$ cat src/rtl/counter_sweep_ctrl_pkg.sv
// counter_sweep_ctrl_pkg
//   Shared definitions for the counter sweep controller: default sizing,
//   FSM state encodings and a small state-classification helper.
package counter_sweep_ctrl_pkg;

    localparam int CSC_WIDTH    = 4;
    localparam int CSC_LO       = 0;
    localparam int CSC_HI       = 15;
    localparam int CSC_PRESCALE = 10;

    // Prescaler register width; covers PRESCALE up to 255.
    localparam int PRE_W = 8;

    localparam logic [1:0] ST_IDLE       = 2'd0;
    localparam logic [1:0] ST_SWEEP_UP   = 2'd1;
    localparam logic [1:0] ST_SWEEP_DOWN = 2'd2;
    localparam logic [1:0] ST_HOLD       = 2'd3;

    function automatic logic is_sweep(input logic [1:0] st);
        return (st == ST_SWEEP_UP) || (st == ST_SWEEP_DOWN);
    endfunction

endpackage

$ cat src/rtl/counter_sweep_ctrl_if.sv
// counter_sweep_ctrl_if
//   Control/status bundle between the sweep controller and its environment.
//   master : drives start, halt and the downstream counter value count_in
//   slave  : the controller; drives en, ud, busy, dir_flip, sweep_cnt
interface counter_sweep_ctrl_if #(
    parameter int WIDTH = counter_sweep_ctrl_pkg::CSC_WIDTH
);
    logic             start;
    logic             halt;
    logic [WIDTH-1:0] count_in;
    logic             en;
    logic             ud;
    logic             busy;
    logic             dir_flip;
    logic [7:0]       sweep_cnt;

    modport master (
        output start, halt, count_in,
        input  en, ud, busy, dir_flip, sweep_cnt
    );

    modport slave (
        input  start, halt, count_in,
        output en, ud, busy, dir_flip, sweep_cnt
    );
endinterface

$ cat src/rtl/counter_sweep_ctrl_tick_gen.sv
// counter_sweep_ctrl_tick_gen
//   Wrapping prescaler 0..PRESCALE-1.
//   clk  : system clock
//   rst  : asynchronous active-low reset
//   clr  : synchronous clear to 0 (dominates hold)
//   hold : freeze the count at its present value
//   tick : high while the count sits on its terminal value
module counter_sweep_ctrl_tick_gen
    import counter_sweep_ctrl_pkg::*;
#(
    parameter int PRESCALE = CSC_PRESCALE
) (
    input  logic clk,
    input  logic rst,
    input  logic clr,
    input  logic hold,
    output logic tick
);

    localparam logic [PRE_W-1:0] TERM    = PRE_W'(PRESCALE - 1);
    localparam logic [PRE_W-1:0] PRE_ONE = PRE_W'(1);

    logic [PRE_W-1:0] pre_q;
    logic [PRE_W-1:0] pre_d;

    always_comb begin
        pre_d = pre_q;
        if (clr) begin
            pre_d = '0;
        end else if (!hold) begin
            pre_d = (pre_q == TERM) ? '0 : pre_q + PRE_ONE;
        end
    end

    always_ff @(posedge clk or negedge rst) begin
        if (!rst) begin
            pre_q <= '0;
        end else begin
            pre_q <= pre_d;
        end
    end

    // With PRESCALE=1 the terminal value is 0, so tick stays high.
    assign tick = (pre_q == TERM);

endmodule

$ cat src/rtl/counter_sweep_ctrl.sv
// counter_sweep_ctrl
//   Drives a downstream up/down counter so that it ping-pongs LO..HI..LO.
//   clk : system clock, rising edge
//   rst : asynchronous active-low reset
//   bus : slave side of counter_sweep_ctrl_if
//         in  start, halt, count_in
//         out en (one-cycle enable per tick), ud (1 = up), busy,
//             dir_flip (pulse with the reversing en), sweep_cnt (DOWN->UP count)
//
// state          | meaning
// ---------------+-----------------------------------------------------------
// ST_IDLE        | waiting for start; prescaler held at 0
// ST_SWEEP_UP    | ticking, counter stepped upward until it reaches HI
// ST_SWEEP_DOWN  | ticking, counter stepped downward until it reaches LO
// ST_HOLD        | frozen; resumes the saved sweep direction on start
module counter_sweep_ctrl
    import counter_sweep_ctrl_pkg::*;
#(
    parameter int WIDTH    = CSC_WIDTH,
    parameter int PRESCALE = CSC_PRESCALE,
    parameter int LO       = CSC_LO,
    parameter int HI       = CSC_HI
) (
    input  logic                  clk,
    input  logic                  rst,
    counter_sweep_ctrl_if.slave   bus
);

    localparam logic [WIDTH:0] LO_X  = (WIDTH + 1)'(LO);
    localparam logic [WIDTH:0] HI_X  = (WIDTH + 1)'(HI);
    localparam logic [WIDTH:0] ONE_X = (WIDTH + 1)'(1);

    logic [1:0] state_q,     state_d;
    logic       resume_up_q, resume_up_d;
    logic       en_q,        en_d;
    logic       ud_q,        ud_d;
    logic       busy_q,      busy_d;
    logic       dir_flip_q,  dir_flip_d;
    logic [7:0] sweep_cnt_q, sweep_cnt_d;

    logic           tick;
    logic           run;
    logic [WIDTH:0] cnt_x;
    logic [WIDTH:0] cnt_proj;

    assign run   = is_sweep(state_q) && !bus.halt;
    assign cnt_x = {1'b0, bus.count_in};

    counter_sweep_ctrl_tick_gen #(
        .PRESCALE (PRESCALE)
    ) u_tick_gen (
        .clk  (clk),
        .rst  (rst),
        .clr  (state_q == ST_IDLE),
        .hold (!run),
        .tick (tick)
    );

    // The counter steps on the edge that samples en, so an en still in
    // flight has not reached count_in yet. Folding it in keeps back-to-back
    // ticks (PRESCALE=1) from overshooting the bounds.
    always_comb begin
        cnt_proj = cnt_x;
        if (en_q) begin
            if (ud_q) begin
                cnt_proj = cnt_x + ONE_X;
            end else if (cnt_x != '0) begin
                cnt_proj = cnt_x - ONE_X;
            end
        end
    end

    always_comb begin
        state_d     = state_q;
        resume_up_d = resume_up_q;
        en_d        = 1'b0;
        ud_d        = ud_q;
        dir_flip_d  = 1'b0;
        sweep_cnt_d = sweep_cnt_q;

        case (state_q)
            ST_IDLE: begin
                if (bus.start && !bus.halt) begin
                    state_d = ST_SWEEP_UP;
                end
            end
            ST_SWEEP_UP: begin
                if (bus.halt) begin
                    state_d     = ST_HOLD;
                    resume_up_d = 1'b1;
                end else if (tick) begin
                    en_d = 1'b1;
                    if (cnt_proj >= HI_X) begin
                        ud_d       = 1'b0;
                        dir_flip_d = 1'b1;
                        state_d    = ST_SWEEP_DOWN;
                    end else begin
                        ud_d = 1'b1;
                    end
                end
            end
            ST_SWEEP_DOWN: begin
                if (bus.halt) begin
                    state_d     = ST_HOLD;
                    resume_up_d = 1'b0;
                end else if (tick) begin
                    en_d = 1'b1;
                    if (cnt_proj <= LO_X) begin
                        ud_d        = 1'b1;
                        dir_flip_d  = 1'b1;
                        state_d     = ST_SWEEP_UP;
                        sweep_cnt_d = sweep_cnt_q + 8'd1;
                    end else begin
                        ud_d = 1'b0;
                    end
                end
            end
            ST_HOLD: begin
                if (bus.start && !bus.halt) begin
                    state_d = resume_up_q ? ST_SWEEP_UP : ST_SWEEP_DOWN;
                end
            end
            default: begin
                state_d = ST_IDLE;
            end
        endcase

        busy_d = is_sweep(state_d);
    end

    always_ff @(posedge clk or negedge rst) begin
        if (!rst) begin
            state_q     <= ST_IDLE;
            resume_up_q <= 1'b1;
            en_q        <= 1'b0;
            ud_q        <= 1'b1;
            busy_q      <= 1'b0;
            dir_flip_q  <= 1'b0;
            sweep_cnt_q <= 8'd0;
        end else begin
            state_q     <= state_d;
            resume_up_q <= resume_up_d;
            en_q        <= en_d;
            ud_q        <= ud_d;
            busy_q      <= busy_d;
            dir_flip_q  <= dir_flip_d;
            sweep_cnt_q <= sweep_cnt_d;
        end
    end

    assign bus.en        = en_q;
    assign bus.ud        = ud_q;
    assign bus.busy      = busy_q;
    assign bus.dir_flip  = dir_flip_q;
    assign bus.sweep_cnt = sweep_cnt_q;

endmodule

$ cat src/flat_wrapper.sv
// flat-port wrapper written by rule: the top's interface ports become plain ports
module counter_sweep_ctrl_flat import counter_sweep_ctrl_pkg::*;
#(
    parameter int WIDTH    = CSC_WIDTH,
    parameter int PRESCALE = CSC_PRESCALE,
    parameter int LO       = CSC_LO,
    parameter int HI       = CSC_HI
)
  (clk, rst, bus_start, bus_halt, bus_count_in, bus_en, bus_ud, bus_busy, bus_dir_flip, bus_sweep_cnt);
  counter_sweep_ctrl_if #(.WIDTH(WIDTH)) bus_i ();
  input  logic clk;
  input  logic rst;
  input wire logic [$bits(bus_i.start)-1:0] bus_start;
  input wire logic [$bits(bus_i.halt)-1:0] bus_halt;
  input wire logic [$bits(bus_i.count_in)-1:0] bus_count_in;
  output wire logic [$bits(bus_i.en)-1:0] bus_en;
  output wire logic [$bits(bus_i.ud)-1:0] bus_ud;
  output wire logic [$bits(bus_i.busy)-1:0] bus_busy;
  output wire logic [$bits(bus_i.dir_flip)-1:0] bus_dir_flip;
  output wire logic [$bits(bus_i.sweep_cnt)-1:0] bus_sweep_cnt;
  assign bus_i.start = bus_start;
  assign bus_i.halt = bus_halt;
  assign bus_i.count_in = bus_count_in;
  assign bus_en = bus_i.en;
  assign bus_ud = bus_i.ud;
  assign bus_busy = bus_i.busy;
  assign bus_dir_flip = bus_i.dir_flip;
  assign bus_sweep_cnt = bus_i.sweep_cnt;
  counter_sweep_ctrl #(.WIDTH(WIDTH), .PRESCALE(PRESCALE), .LO(LO), .HI(HI)) u_core (.clk(clk), .rst(rst), .bus(bus_i));
endmodule
$ cat config.mk
export PLATFORM = sky130hd
export DESIGN_NAME = counter_sweep_ctrl_flat
export DESIGN_NICKNAME = d
export VERILOG_FILES = /design/src/rtl/counter_sweep_ctrl_pkg.sv /design/src/rtl/counter_sweep_ctrl_if.sv /design/src/rtl/counter_sweep_ctrl_tick_gen.sv /design/src/rtl/counter_sweep_ctrl.sv /design/src/flat_wrapper.sv
export SDC_FILE = /design/constraint.sdc
export NUM_CORES = 1
export LEC_CHECK = 0
export BUFFER_PORTS_ARGS = -buffer_cell sky130_fd_sc_hd__buf_2
export CORE_ASPECT_RATIO = 2
export CORE_UTILIZATION = 52
export CTS_CLUSTER_SIZE = 12
export DETAILED_ROUTE_END_ITERATION = 8
export PLACE_DENSITY = 0.76
export REMOVE_ABC_BUFFERS = 1
export SLEW_MARGIN = 40
export SYNTH_ARGS = -nofsm -noshare
export SYNTH_HDL_FRONTEND = slang
export SYNTH_SLANG_ARGS = --single-unit
$ cat constraint.sdc
create_clock -name clk -period 2.1 [get_ports clk]
set_clock_uncertainty 0.05 [all_clocks]
set_input_delay 0.42 -clock clk [delete_from_list [all_inputs] [get_ports clk]]
set_output_delay 0.42 -clock clk [all_outputs]
set_load 0.01 [all_outputs]
# == Word-level counts from Yosys, hierarchy flattened ==
# Cells that the tools add are included.
# classes
addsub,4
order_cmp,2
eq_ne,12
muxes,35
bitwise_logic,1
n_reduce_logical,13
# ops
operator,n
$mux 8,3
$mux 2,9
$add 8x1->8 const B,2
$mux 1,16
$mux 5,3
$eq 8x4->1 const B,1
$ne 2x2->1 const B,4
$pmux 2 s4,1
$eq 2x2->1 const B,3
$pmux 1 s2,3
$add 4x1->5 const B,1
$ge 5x4->1 const B,1
$le 5x1->1 const B,1
$reduce_and 5->1,1
$reduce_bool 5->1,1
$sub 4x1->5 const B,1
$eq 2x1->1 const B,2
$ne 2x1->1 const B,2
$reduce_and 4->1,1
$reduce_bool 2->1,2
$reduce_and 3->1,1
$logic_and 1x1->1,2
$logic_not 2->1,1
$logic_or 1x1->1,2
other kinds (3),3
# word_totals
ff_bits,23
inputBits,8
wordCells,75

# == Logic depth before layout (Yosys ltp) ==
# depth
word_depth,11
depth_mapped,10
ltp_nobuf,9

# == Cells and area by module ==
# A second synthesis with hierarchy kept.
# hier_totals
hier_cells,172
area_unflattened_um2,1636.6
# by_module_without_submodules
mod,instances,cells_each,area_per_inst_um2
counter_sweep_ctrl,1,125,1187.4
counter_sweep_ctrl_tick_gen,1,47,449.2

# == Worst setup path before layout ==
# OpenSTA, ideal clock, no wires.
# synth_path
kind,register to register
from,reg u_core.ud_q (netlist: u_core.bus.ud)
to,reg u_core.sweep_cnt_q[1] (netlist: u_core.bus.sweep_cnt[1])
arrival_ns,2.152
required_ns,1.925
setup_slack_ns,-0.227
path_stages_with_launch,9
synth_period_minus_slack_ns,2.327
cell_sequence,dfstp_2 -> buf_6 -> mux2_2 -> nor3_1 -> mux2i_1 -> a211oi_2 -> and3_1 -> buf_6 -> mux2_2
# synth_between
elab_chain_len,4
# synth_rtl
element,line_no,source
"start, declared",counter_sweep_ctrl.sv:36,"logic ud_q, ud_d;"
"start signal, assigned",counter_sweep_ctrl.sv:144,ud_q <= ud_d;
$mux 5,counter_sweep_ctrl.sv:65,if (ud_q) begin
$mux 5,counter_sweep_ctrl.sv:64,if (en_q) begin
$le 5x1->1,counter_sweep_ctrl.sv:108,if (cnt_proj <= LO_X) begin
$reduce_and 4->1 (no line),n/a,
"end signal, assigned",counter_sweep_ctrl.sv:147,sweep_cnt_q <= sweep_cnt_d;
"end, declared",counter_sweep_ctrl.sv:39,"logic [7:0] sweep_cnt_q, sweep_cnt_d;"
# Every way passes these cells.
# A chain may end at the register's enable or synchronous reset.

# == Worst setup path in the final report ==
# layout_path
from,reg u_core.ud_q (netlist: u_core.bus.ud)
to,reg u_core.sweep_cnt_q[7] (netlist: u_core.bus.sweep_cnt[7])
# The elaborated chain is that of the path after synthesis.

==> flow_summary.json <==
{
  "status": "finished, violations left",
  "violations": "negative setup slack",
  "place_area_um2": 1920,
  "ir_drop_v": 0.000794,
  "cts_hold_buf": 0,
  "yosys.cell_types.count": 46,
  "pwr-share-seq_pct": 31.7,
  "die_y_um": 80.4,
  "syn_inst": 174,
  "vias": 1515,
  "die_area_um2": 3310,
  "grt_max_degree": 24,
  "core_area_um2": 2940,
  "slew_violations": 0,
  "clock-root-buffer": "clkbuf_8",
  "via_per_inst": 5.94,
  "crit_arrival_ns": 2.35,
  "layout_setup_ws_ns": -0.145,
  "intPower_mw": 1.10,
  "design_area_um2": 2180,
  "clk_latency_ns": 0.26,
  "diodes": 0,
  "drive_gt1_share_pct": 42.2,
  "syn_avg_cell_area_um2": 9.19,
  "ant_nets": 0,
  "worst_ep_required_time_ns": 2.20,
  "timing.hold.ws_ns": 0.0771,
  "clkPwrFrac_pct": 15.3,
  "ys_seq_area_share_pct": 36.2,
  "max_slew.worst_pin.slew_ns": 0.541,
  "post-route-period-util_pct": 107,
  "worst-setup-path-type": "flop to flop",
  "finalHoldViolCount": 0,
  "antenna_found_initial": 0,
  "power_frac_comb_pct": 53.0,
  "p_leak_nw": 1.05,
  "yosys_warnings": 0,
  "setup_viol": 12,
  "hold_path.class": "input pin to asynchronous set/reset pin",
  "syn_to_final_growth_pct": 36.5,
  "fillers": 193,
  "htree_levels": 1,
  "maxCapViolCount": 0,
  "fin_crit_ns": 2.24,
  "rsz0062_at_grt": "true",
  "cts_buffer_depth": 2,
  "fmax_mhz": 446,
  "syn-cell-area_um2": 1600,
  "p_sw_mw": 0.712,
  "cts.sinks": 23,
  "synthFlopType": "dfrtp_1",
  "grt_pass1_vias": 1573,
  "grt_overflow_total": 0,
  "numCtsBuffers": 3,
  "rows": 28,
  "start_util_pct": 54.3,
  "ios": 20,
  "ys_seq_elements": 23,
  "fin_nets": 244,
  "end_kind": "flop",
  "clkTransAtPathRegs_ns": 0.08,
  "chipWidth_um": 41.2,
  "track_usage_pct": 30.2,
  "drc": 0,
  "wl_per_cell_um": 17.5,
  "place.gp.congestion": 0.923,
  "port_buffers": 19,
  "synth_edf_count": 0,
  "firstDrtPassIters": 4,
  "p_sw_share_pct": 39.2,
  "slew_headroom_pct": 63.9,
  "wirelength_um": 4450,
  "critPathMaxFanout": 6,
  "async_reset_ff_share_pct": 100,
  "drt_iter0_drc": 28,
  "cellPowerDensity_nw_per_um2": 831,
  "grt_pass1_wl_um": 6960,
  "start_kind": "flop",
  "dp_hpwl_um": 3140,
  "cts_tree": "built"
}
per-stage QoR:
| stage | instances | util (%) | power, mW | setup WS, ns | setup TNS [ns] |
|---|---|---|---|---|---|
| 2_1_floorplan | 168 | - | 1.05 | -0.263 | -1.24 |
| 3_3_place_gp | 247 | 65.1 | 1.33 | -0.336 | -3.64 |
| 3_5_place_dp | 247 | 65.1 | 1.37 | -0.456 | -4.69 |
| 4_1_cts | 253 | 70.3 | 1.70 | -0.111 | -0.511 |
| 5_1_grt | 255 | 74.2 | 1.93 | -0.240 | -2.15 |
| 6_report | 255 | 74.2 | 1.81 | -0.145 | -1.07 |
kinds of logic (layout without fill, tap and decap cells):
logic type / count (synthesis) / count (layout) / share of synthesized area (%)
AND/OR/NAND/NOR: 73 / 73 / 24.1
AO/OA/AOI/OAI: 31 / 31 / 14.4
flip-flops: 23 / 23 / 36.1
buffers and inverters: 17 / 68 / 5.87
XOR/XNOR: 13 / 13 / 7.12
adder cells (fa/ha/maj): 10 / 10 / 7.82
multiplexers: 7 / 7 / 4.54
cell usage after synthesis, types with 2 or more instances:
library cell  count  area [µm²]
o21ai_0           2        10.0
o2111ai_1         2        17.5
or2_2             3        18.8
dfrtp_1          21         526
nand3_1           4        20.0
and3_1            2        12.5
nand4_1           5        31.3
o21a_1            3        22.5
xnor2_1           8        70.1
inv_1            11        41.3
mux2i_1           5        50.1
ha_1             10         125
buf_4             2        15.0
mux2_2            2        22.5
nor3b_1           2        15.0
nor2_1           17        63.8
a21oi_1          14        70.1
and3_2            2        15.0
xor2_1            5        43.8
nor3_1            4        20.0
dfstp_2           2        52.6
nand2b_1          2        12.5
buf_6             3        33.8
nand2_1          21        78.8
critical path, cell delays in order (launching register included):
cell      delay (ns)
dfstp_2         0.62
mux2_4          0.21
buf_4           0.11
o21a_1          0.11
nand4_1         0.11
a211oi_2        0.27
and3_4          0.25
buf_12          0.12
buf_4           0.10
nand3_2         0.06
xnor2_1         0.13
routing by layer:
layer / routed length [µm] / part of all wire [%] / vias up / track usage, %
met3: 104 / 2.3 / 16 / 4.70
met4: 148 / 3.3 / 0 / 14.8
li1: - / - / 712 / -
met1: 1570 / 35 / 751 / 31.5
met5: 0 / 0 / - / 0
met2: 2630 / 59 / 36 / 53.1
flip-flops by register name, summed over array words and instances (netlist names):
name and count:
u_core.bus.dir_flip 1, u_core.bus.en 1, u_core.u_tick_gen.pre_q 8, u_core.bus.sweep_cnt 8
u_core.bus.busy 1, u_core.resume_up_q 1, u_core.bus.ud 1, u_core.state_q 2
repair_timing:
| action | CTS | global route |
|---|---|---|
| pin swaps | 12 | 7 |
| gates resized for setup | 22 | 19 |
| endpoints found under the setup margin | 15 | 15 |
| setup buffers | 2 | 2 |
| gates cloned | 0 | 0 |
layout make-up:
class                           instances  area, µm²  area share, %
Tap cell                               30       37.5           1.72
Clock inverter                          1       5.00          0.229
Clock buffer                            3       41.3           1.89
Inverter                               11       41.3           1.89
Sequential cell                        23        578           26.5
Multi-Input combinational cell        134       1080           49.5
Timing Repair Buffer                   53        400           18.3
placed cells by master, fill, tap and decap left out, types with 3 or more instances in the layout:
cell	count
nor2_1	15
o21a_1	3
dfrtp_1	21
inv_1	10
xor2_1	5
a21oi_1	12
buf_2	18
xnor2_1	6
mux2i_1	4
ha_1	8
clkbuf_8	3
buf_4	28
buf_6	4
nand3_1	3
nand4_1	5
nor3_1	3
nand2_1	20
power groups by stage:
stage / clock (mW) / sequential, mW / combinational [mW]
after floorplan: 0 / 0.583 / 0.465
after global placement: 0 / 0.568 / 0.767
after detailed placement: 0 / 0.574 / 0.797
after CTS: 0.280 / 0.566 / 0.855
after global routing: 0.295 / 0.582 / 1.05
final: 0.278 / 0.575 / 0.961
worst paths after layout:
kind	from	to	slack [ns]	cells past startpoint
min reg2reg	u_core.bus.sweep_cnt[7]	u_core.bus.sweep_cnt[7]	0.45	1
max	u_core.bus.ud	u_core.bus.sweep_cnt[7]	-0.14	10
min in group clk	u_core.bus.sweep_cnt[7]	u_core.bus.sweep_cnt[7]	0.45	1
min	rst	u_core.u_tick_gen.pre_q[0]	0.08	1
max in group asynchronous	rst	u_core.resume_up_q	1.55	1
max reg2reg	u_core.bus.ud	u_core.bus.sweep_cnt[7]	-0.14	10
(Power assumes the default switching activity.)
